$ cat config.mk
export PLATFORM = sky130hd
export DESIGN_NAME = wdt_apb
export DESIGN_NICKNAME = d
export VERILOG_FILES = /design/src/rtl/wdt_apb.sv
export SDC_FILE = /design/constraint.sdc
export NUM_CORES = 1
export LEC_CHECK = 0
export ABC_AREA = 1
export BUFFER_PORTS_ARGS = -buffer_cell sky130_fd_sc_hd__buf_2
export CAP_MARGIN = 20
export CORE_MARGIN = 3
export CORE_UTILIZATION = 60
export CTS_BUF_LIST = sky130_fd_sc_hd__clkbuf_4
export CTS_CLUSTER_DIAMETER = 50
export DETAILED_ROUTE_END_ITERATION = 10
export PLACE_DENSITY = 0.89
export SYNTH_ARGS = -nofsm -noshare
export SYNTH_HDL_FRONTEND = slang
export SYNTH_SLANG_ARGS = --single-unit
$ cat constraint.sdc
create_clock -name PCLK -period 2.47 [get_ports PCLK]
set_clock_uncertainty 0.05 [all_clocks]
set_input_delay 0.247 -clock PCLK [delete_from_list [all_inputs] [get_ports PCLK]]
set_output_delay 0.247 -clock PCLK [all_outputs]
set_load 0.01 [all_outputs]
$ cat src/rtl/wdt_apb.sv
// APB watchdog timer: counts down a reloadable interval, raises WDTIntr on the first
// timeout and, with RSTEN set, a sticky WDTReset if still unserviced at the next timeout.
module wdt_apb #(
   parameter int XLEN = 32
) (
   input  logic              PCLK,
   input  logic              PRESETn,
   input  logic              PSEL,
   input  logic [7:0]        PADDR,
   input  logic [XLEN-1:0]   PWDATA,
   input  logic [XLEN/8-1:0] PSTRB,
   input  logic              PWRITE,
   input  logic              PENABLE,
   output logic [XLEN-1:0]   PRDATA,
   output logic              PREADY,
   output logic              WDTIntr,
   output logic              WDTReset
);
   localparam logic [31:0] KICK_KEY = 32'h0000_D09F;

   logic [31:0] wdata;
   logic [3:0]  wstrb;
   logic [5:0]  word;
   logic        we, ctrl_we, load_we, stat_we, kick;
   logic        en, rsten, lock, irq, rstreq;
   logic [3:0]  prescale;
   logic [31:0] load, count, count_d;
   logic [15:0] presc, presc_d, presc_tc;
   logic        en_next, tick, irq_set, rst_set, irq_clr;
   logic [31:0] ctrl_cur, ctrl_new, rdata;

   generate
      if (XLEN == 64) begin : g_x64
         assign wdata = PADDR[2] ? PWDATA[63:32] : PWDATA[31:0];
         assign wstrb = PADDR[2] ? PSTRB[7:4]    : PSTRB[3:0];
      end else begin : g_x32
         assign wdata = PWDATA[31:0];
         assign wstrb = PSTRB[3:0];
      end
   endgenerate

   function automatic logic [31:0] merge(input logic [31:0] old_v, input logic [31:0] new_v,
                                         input logic [3:0] strb);
      logic [31:0] r;
      for (int i = 0; i < 4; i++)
         r[8*i +: 8] = strb[i] ? new_v[8*i +: 8] : old_v[8*i +: 8];
      return r;
   endfunction

   assign word     = PADDR[7:2];
   assign we       = PSEL & PENABLE & PWRITE;
   assign ctrl_we  = we && (word == 6'd0) && !lock;
   assign load_we  = we && (word == 6'd1) && !lock;
   assign kick     = we && (word == 6'd3) && (wdata == KICK_KEY) && (wstrb == 4'hF);
   assign stat_we  = we && (word == 6'd4);
   assign irq_clr  = stat_we & wstrb[0] & wdata[0];

   assign ctrl_cur = {23'd0, lock, prescale, 2'd0, rsten, en};
   assign ctrl_new = merge(ctrl_cur, wdata, wstrb);
   assign en_next  = ctrl_we ? ctrl_new[0] : en;
   assign presc_tc = (16'd1 << prescale) - 16'd1;
   assign tick     = en && (presc == presc_tc);

   // Priority: kick, then EN being cleared (tick discarded), then EN rising, then the tick.
   always_comb begin
      count_d = count;
      presc_d = presc;
      irq_set = 1'b0;
      rst_set = 1'b0;
      if (kick) begin
         count_d = load;
         presc_d = 16'd0;
      end else if (!en_next) begin
         presc_d = 16'd0;
      end else if (!en) begin
         count_d = load;
         presc_d = 16'd0;
      end else if (tick) begin
         presc_d = 16'd0;
         if (count != 32'd0) begin
            count_d = count - 32'd1;
         end else begin
            count_d = load;
            if (!irq) irq_set = 1'b1;
            else      rst_set = rsten;
         end
      end else begin
         presc_d = presc + 16'd1;
      end
   end

   always_ff @(posedge PCLK or negedge PRESETn) begin
      if (!PRESETn) begin
         en       <= 1'b0;
         rsten    <= 1'b0;
         prescale <= 4'd0;
         lock     <= 1'b0;
         load     <= 32'hFFFF_FFFF;
         count    <= 32'hFFFF_FFFF;
         presc    <= 16'd0;
         irq      <= 1'b0;
         rstreq   <= 1'b0;
      end else begin
         if (ctrl_we) begin
            en       <= ctrl_new[0];
            rsten    <= ctrl_new[1];
            prescale <= ctrl_new[7:4];
            lock     <= ctrl_new[8];
         end
         if (load_we) load <= merge(load, wdata, wstrb);
         count  <= count_d;
         presc  <= presc_d;
         irq    <= irq_set | (irq & ~irq_clr);
         rstreq <= rstreq | rst_set;
      end
   end

   always_comb begin
      rdata = 32'd0;
      case (word)
         6'd0:    rdata = ctrl_cur;
         6'd1:    rdata = load;
         6'd2:    rdata = count;
         6'd4:    rdata = {30'd0, rstreq, irq};
         default: rdata = 32'd0;
      endcase
   end

   assign PRDATA   = {(XLEN/32){rdata}};
   assign PREADY   = 1'b1;
   assign WDTIntr  = irq;
   assign WDTReset = rstreq;

   logic unused_ok;
   assign unused_ok = &{1'b0, PADDR[1:0], ctrl_new[31:9], ctrl_new[3:2]};
endmodule

== Yosys cells after proc, flatten, opt, wreduce, memory -nomap -nowiden ==
Cells that the tools add are included.
Storage, ports and cells
  register bits: 89
  logic and storage cells: 76
Operators by class
  $add $sub $neg: 3
  equal/unequal tests: 8
  shift-type cells: 1
  multiplexer cells: 24
  bitwise logic cells: 8
  reduce and logical (&&, ||, !) cells: 20
Operators by type and width (number)
  $mux 32: 5
  $pmux 32 s4: 1
  $mux 16: 4
  $eq 32x16->1 const B: 1
  $reduce_bool 32->1: 1
  $sub 32x1->32 const B: 1
  $add 16x1->16 const B: 1
  $eq 16x16->1: 1
  $shl 1x4->16 const A: 1
  $sub 16x1->16 const B: 1
  $mux 1: 14
  $reduce_and 2->1: 7
  $eq 6x2->1 const B: 2
  $logic_and 1x1->1: 9
  $eq 6x1->1 const B: 1
  $eq 6x3->1 const B: 1
  $logic_not 6->1: 1
  $and 1x1->1: 5
  $eq 4x4->1 const B: 1
  $ne 3x2->1 const B: 1
  $or 1x1->1: 2
  $reduce_bool 2->1: 1
  $logic_not 1->1: 1
  $not 1->1: 1

== Longest topological paths before layout ==
  word-level depth: 9
  gate-level depth with buffers: 17
  depth with buffers taken out: 16

== Worst setup path before layout ==
No wires, ideal clock.
  kind: reg2reg
  start: register prescale[1]
  end: register presc[12]
  data arrival time: 1.996 ns
  path slack: 0.303 ns
  cell stages (with the launch flop): 16
  period minus slack after synthesis: 2.167 ns
  cells stage by stage: dfrtp_1 -> buf_4 -> nor2_4 -> nand2_1 -> ha_1 -> nand2_1 -> nand3_1 -> a21oi_1 -> nand3_1 -> nor2_1 -> nand2_1 -> nor2_1 -> nand3_2 -> nand4_2 -> buf_4 -> nor2_1
On the way
  cells in the longest elaborated chain, start to end: 8
RTL lines
  start, declared: line 26  | logic [3:0] prescale;
  start signal, assigned: line 107  | prescale <= ctrl_new[7:4];
  $shl 1x4->16: line 61  | assign presc_tc = (16'd1 << prescale) - 16'd1;
  $sub 16x1->16: line 61
  $eq 16x16->1: line 62  | assign tick = en && (presc == presc_tc);
  $logic_and 1x1->1: line 62
  $mux 16: line 78  | end else if (tick) begin
  $mux 16: line 75  | end else if (!en) begin
  $mux 16: line 73  | end else if (!en_next) begin
  $mux 16: line 70  | if (kick) begin
  via presc_d[12]: line 28  | logic [15:0] presc, presc_d, presc_tc;
  end signal, assigned: line 112  | presc <= presc_d;
  end, declared: line 28
The timed path passes the listed nets, and every way through them passes these cells.
A chain may end at the register's enable or synchronous reset.

== Worst setup path in the final report ==
  start: register prescale[1]
  end: register count[15]
On the way
  cells in the longest elaborated chain, start to end: 6
RTL lines
  $shl 1x4->16: line 61
  $sub 16x1->16: line 61
  $eq 16x16->1: line 62
  $logic_and 1x1->1: line 62
  $ne 3x2->1 (no line)
  $reduce_and 2->1 (no line)
  end signal, assigned: line 111  | count <= count_d;
  end, declared: line 27  | logic [31:0] load, count, count_d;
Every way passes these cells.

==> summary.md <==
| Metric | Value |
|---|---|
| Met1 GRT Util | `0.394` |
| Syn Inst Count | `950` |
| DR iter-0 viols | `653` |
| Arr. time, crit path | `2.78 ns` |
| Final-report hold violation count | `0` |
| Die Height | `109 um` |
| Pint | `2.26 mW` |
| Post-synthesis cell type count | `41` |
| Grt met2 use | `0.534` |
| YS warnings | `0` |
| Outcome | `finished clean` |
| Setup violations, final | `0` |
| DIE AREA | `12000 um2` |
| I/O Pins | `84` |
| CTS Sinks | `89` |
| Avg Inst Size Synth | `6.76 um2` |
| P_leak | `3.73 nW` |
| Final period util | `0.968` |
| P_sw | `1.38 mW` |
| Nets | `1122` |
| Seq cells post-synth | `89` |
| Core Area | `10400 um2` |
| Max FO, Critical Path | `19` |
| Top_reg_cell synth | `dfstp_2` |
| GRT busiest layer | `met2` |
| Hold crit path type | `input pin to flip-flop` |
| GPL Wtd Cong | `0.993` |
| First-pass GRT wire length | `30200 um` |
| Part of the power in registers | `0.467` |
| Layout cell share with drive strength beyond 1 | `0.221` |
| Sw Share | `0.380` |
| Most frequent cells in the layout | `nand2_1, nor2_1, inv_1` |
| Post-synth EDFFs | `0` |
| Post-DP HPWL | `13500 um` |
| Filler cells | `858` |
| CTS max path bufs | `2` |
| Area grow syn2layout | `17.4%` |
| Total power | `3.64 mW` |
| Fraction of registers with async set/reset | `1.00` |
| GRT met3 Usage | `0.0898` |
| Number of buffers created by CTS | `9` |
| Largest net degree at the start of global routing | `47` |
| Worst Path Required | `2.86 ns` |
| Clk root buf | `clkbuf_4` |
| Combinational power share | `0.336` |
| H-tree depth | `3` |
| Peak supply drop | `0.343 mV` |
| GRT Util Overall | `0.327` |
| Slew of the pin with the lowest slew margin | `0.823 ns` |
| Top cells by area, synth | `dfstp_2, nand2_1, dfrtp_1` |
| CTS clk-pin slew, worst paths | `0.14 ns` |
| FMAX | `418 MHz` |
| Initial antenna violation count | `0` |
| Via count | `6814` |
| Antenna-violating nets left | `0` |
| CP Launch Type | `flip-flop` |
| Wire length per cell | `16.1 um` |
| Post-layout min period | `2.39 ns` |
| Vias in the first global route | `6318` |
| Final slew viol count | `0` |
| Die width | `109 um` |
| Mapped cell area | `6430 um2` |
| # rows | `37` |
| Share of the synthesized area in the top cell type | `0.262` |
| Post-layout util | `0.728` |
| Max-cap violation count | `0` |
| Vias per cell | `5.63` |
| Crit Path Class | `flip-flop to flip-flop` |
| Synth area leader | `dfstp_2` |
| Routed wire length | `19500 um` |
| PD cells | `483 nW/um2` |
| CTS tree | `yes` |
| DRC Markers | `0` |
| Ant diodes | `0` |
| Kind of end point of the critical path | `flip-flop` |
| Sequential area share after synthesis | `0.359` |
| Slew Limit Headroom | `0.451` |
| Mapped Nets | `1003` |
| Initial Util | `0.620` |
| Most common cell after layout, fill and taps aside | `nand2_1` |
| Skew-Pair Late Insertion Delay | `0.50 ns` |
| TritonRoute pass-1 iters | `6` |
| Clock power frac | `0.197` |
| Grt total ovfl | `0` |
| Buffers on Ports | `80` |
## metal layers
metal / vias to the layer above / wire length, um
met1: 3103 / 7520
met4: 0 / 977
li1: 3268 / -
met3: 99 / 1660
met5: - / 0
met2: 344 / 9330
## kinds of logic after synthesis
group                    after synthesis  synth area share
multiplexers                           6            0.0105
flip-flops                            89             0.359
AND/OR/NAND/NOR                      576             0.395
XOR/XNOR                              39            0.0532
AO/OA/AOI/OAI                         85            0.0738
buffers and inverters                150             0.100
other                                  1          0.000584
adder cells (fa/ha/maj)                4           0.00779
## sequential cells by signal, summed over array words and instances, names as in the netlist, 4 cells and up
signal    cells
count        32
load         32
prescale      4
presc        16
## through the flow
stage	setup WS (ns)	setup TNS, ns	instances	cell area, um2	hold slack (ns)
3_5_place_dp	-0.0167	-0.0412	1161	7030	0.251
5_1_grt	-0.0595	-1.21	1210	7540	0.0101
4_1_cts	0.0163	0	1207	7440	0.00873
6_report	0.0800	0	1210	7540	0.0324
2_1_floorplan	0.303	0	950	6430	-0.0986
3_3_place_gp	0.0655	0	1161	7030	0.246
## final cells by class
type | instances | area [um2] | area share
flip-flops and latches | 89 | 2310 | 0.306
clock buffers | 10 | 75.1 | 0.00995
multi-input cells | 711 | 3540 | 0.469
inverters | 119 | 447 | 0.0592
repair buffers | 139 | 976 | 0.129
well taps | 136 | 170 | 0.0226
clock inverters | 6 | 25.0 | 0.00332
## cell usage after synthesis, types with 2 or more instances
library cell  number
xnor2_1            5
nor3_1            19
nor3_2             3
nor4_1             9
clkbuf_1          11
nand4_1           19
nand2_2            4
inv_1            110
nand2_4            3
nand3b_1           4
buf_4             10
a21oi_1           10
xor2_1            34
o21ai_0           55
nand3_2            5
o2111ai_1          2
o22ai_1            8
ha_1               4
dfrtp_1           25
buf_6              5
buf_2              5
nand2_1          288
dfstp_2           64
o211ai_1           5
nand3_1           89
nor2_2             7
mux2_2             6
inv_2              8
nor2_4             3
o21ai_1            2
nor2_1           118
## power groups by stage
stage	Combinational (mW)	Clock, mW	Sequential [mW]
after floorplan	0.822	0	1.69
after global placement	1.12	0	1.72
after detailed placement	1.14	0	1.72
after CTS	1.18	0.731	1.70
after global routing	1.37	0.791	1.72
final	1.22	0.719	1.70
## worst max-delay path, cell delays in order, from the launching register on
cell     delay [ns]
dfrtp_1        0.48
inv_1          0.15
nand3_2        0.13
ha_4           0.21
nand2_4        0.11
inv_2          0.07
nand3_1        0.07
nand2_1        0.08
nor2_1         0.09
nand3_1        0.08
nor2_1         0.13
nand3_1        0.17
nand3_4        0.17
buf_12         0.18
nand3_1        0.09
nand2_1        0.08
## timing repair
| action | CTS | global route |
|---|---|---|
| pin swaps | 0 | 5 |
| setup endpoints to repair | 29 | 48 |
| hold endpoints to repair | 47 | 0 |
| cloned | 0 | 1 |
| buffers inserted | 0 | 2 |
| hold buffers | 30 | 0 |
| resized for setup | 1 | 13 |
## final timing paths
check                       endpoint  slack, ns   startpoint  cells after the start
max in group asynchronous   count[2]       1.28      PRESETn                      3
max reg2reg                count[15]       0.08  prescale[1]                     15
min in group asynchronous    WDTIntr       0.25      PRESETn                      2
max                        count[15]       0.08  prescale[1]                     15
min                         load[15]       0.03   PWDATA[15]                      2
min reg2reg                count[23]       0.43    count[23]                      2
No activity file was read; power rests on OpenSTA's default activity.
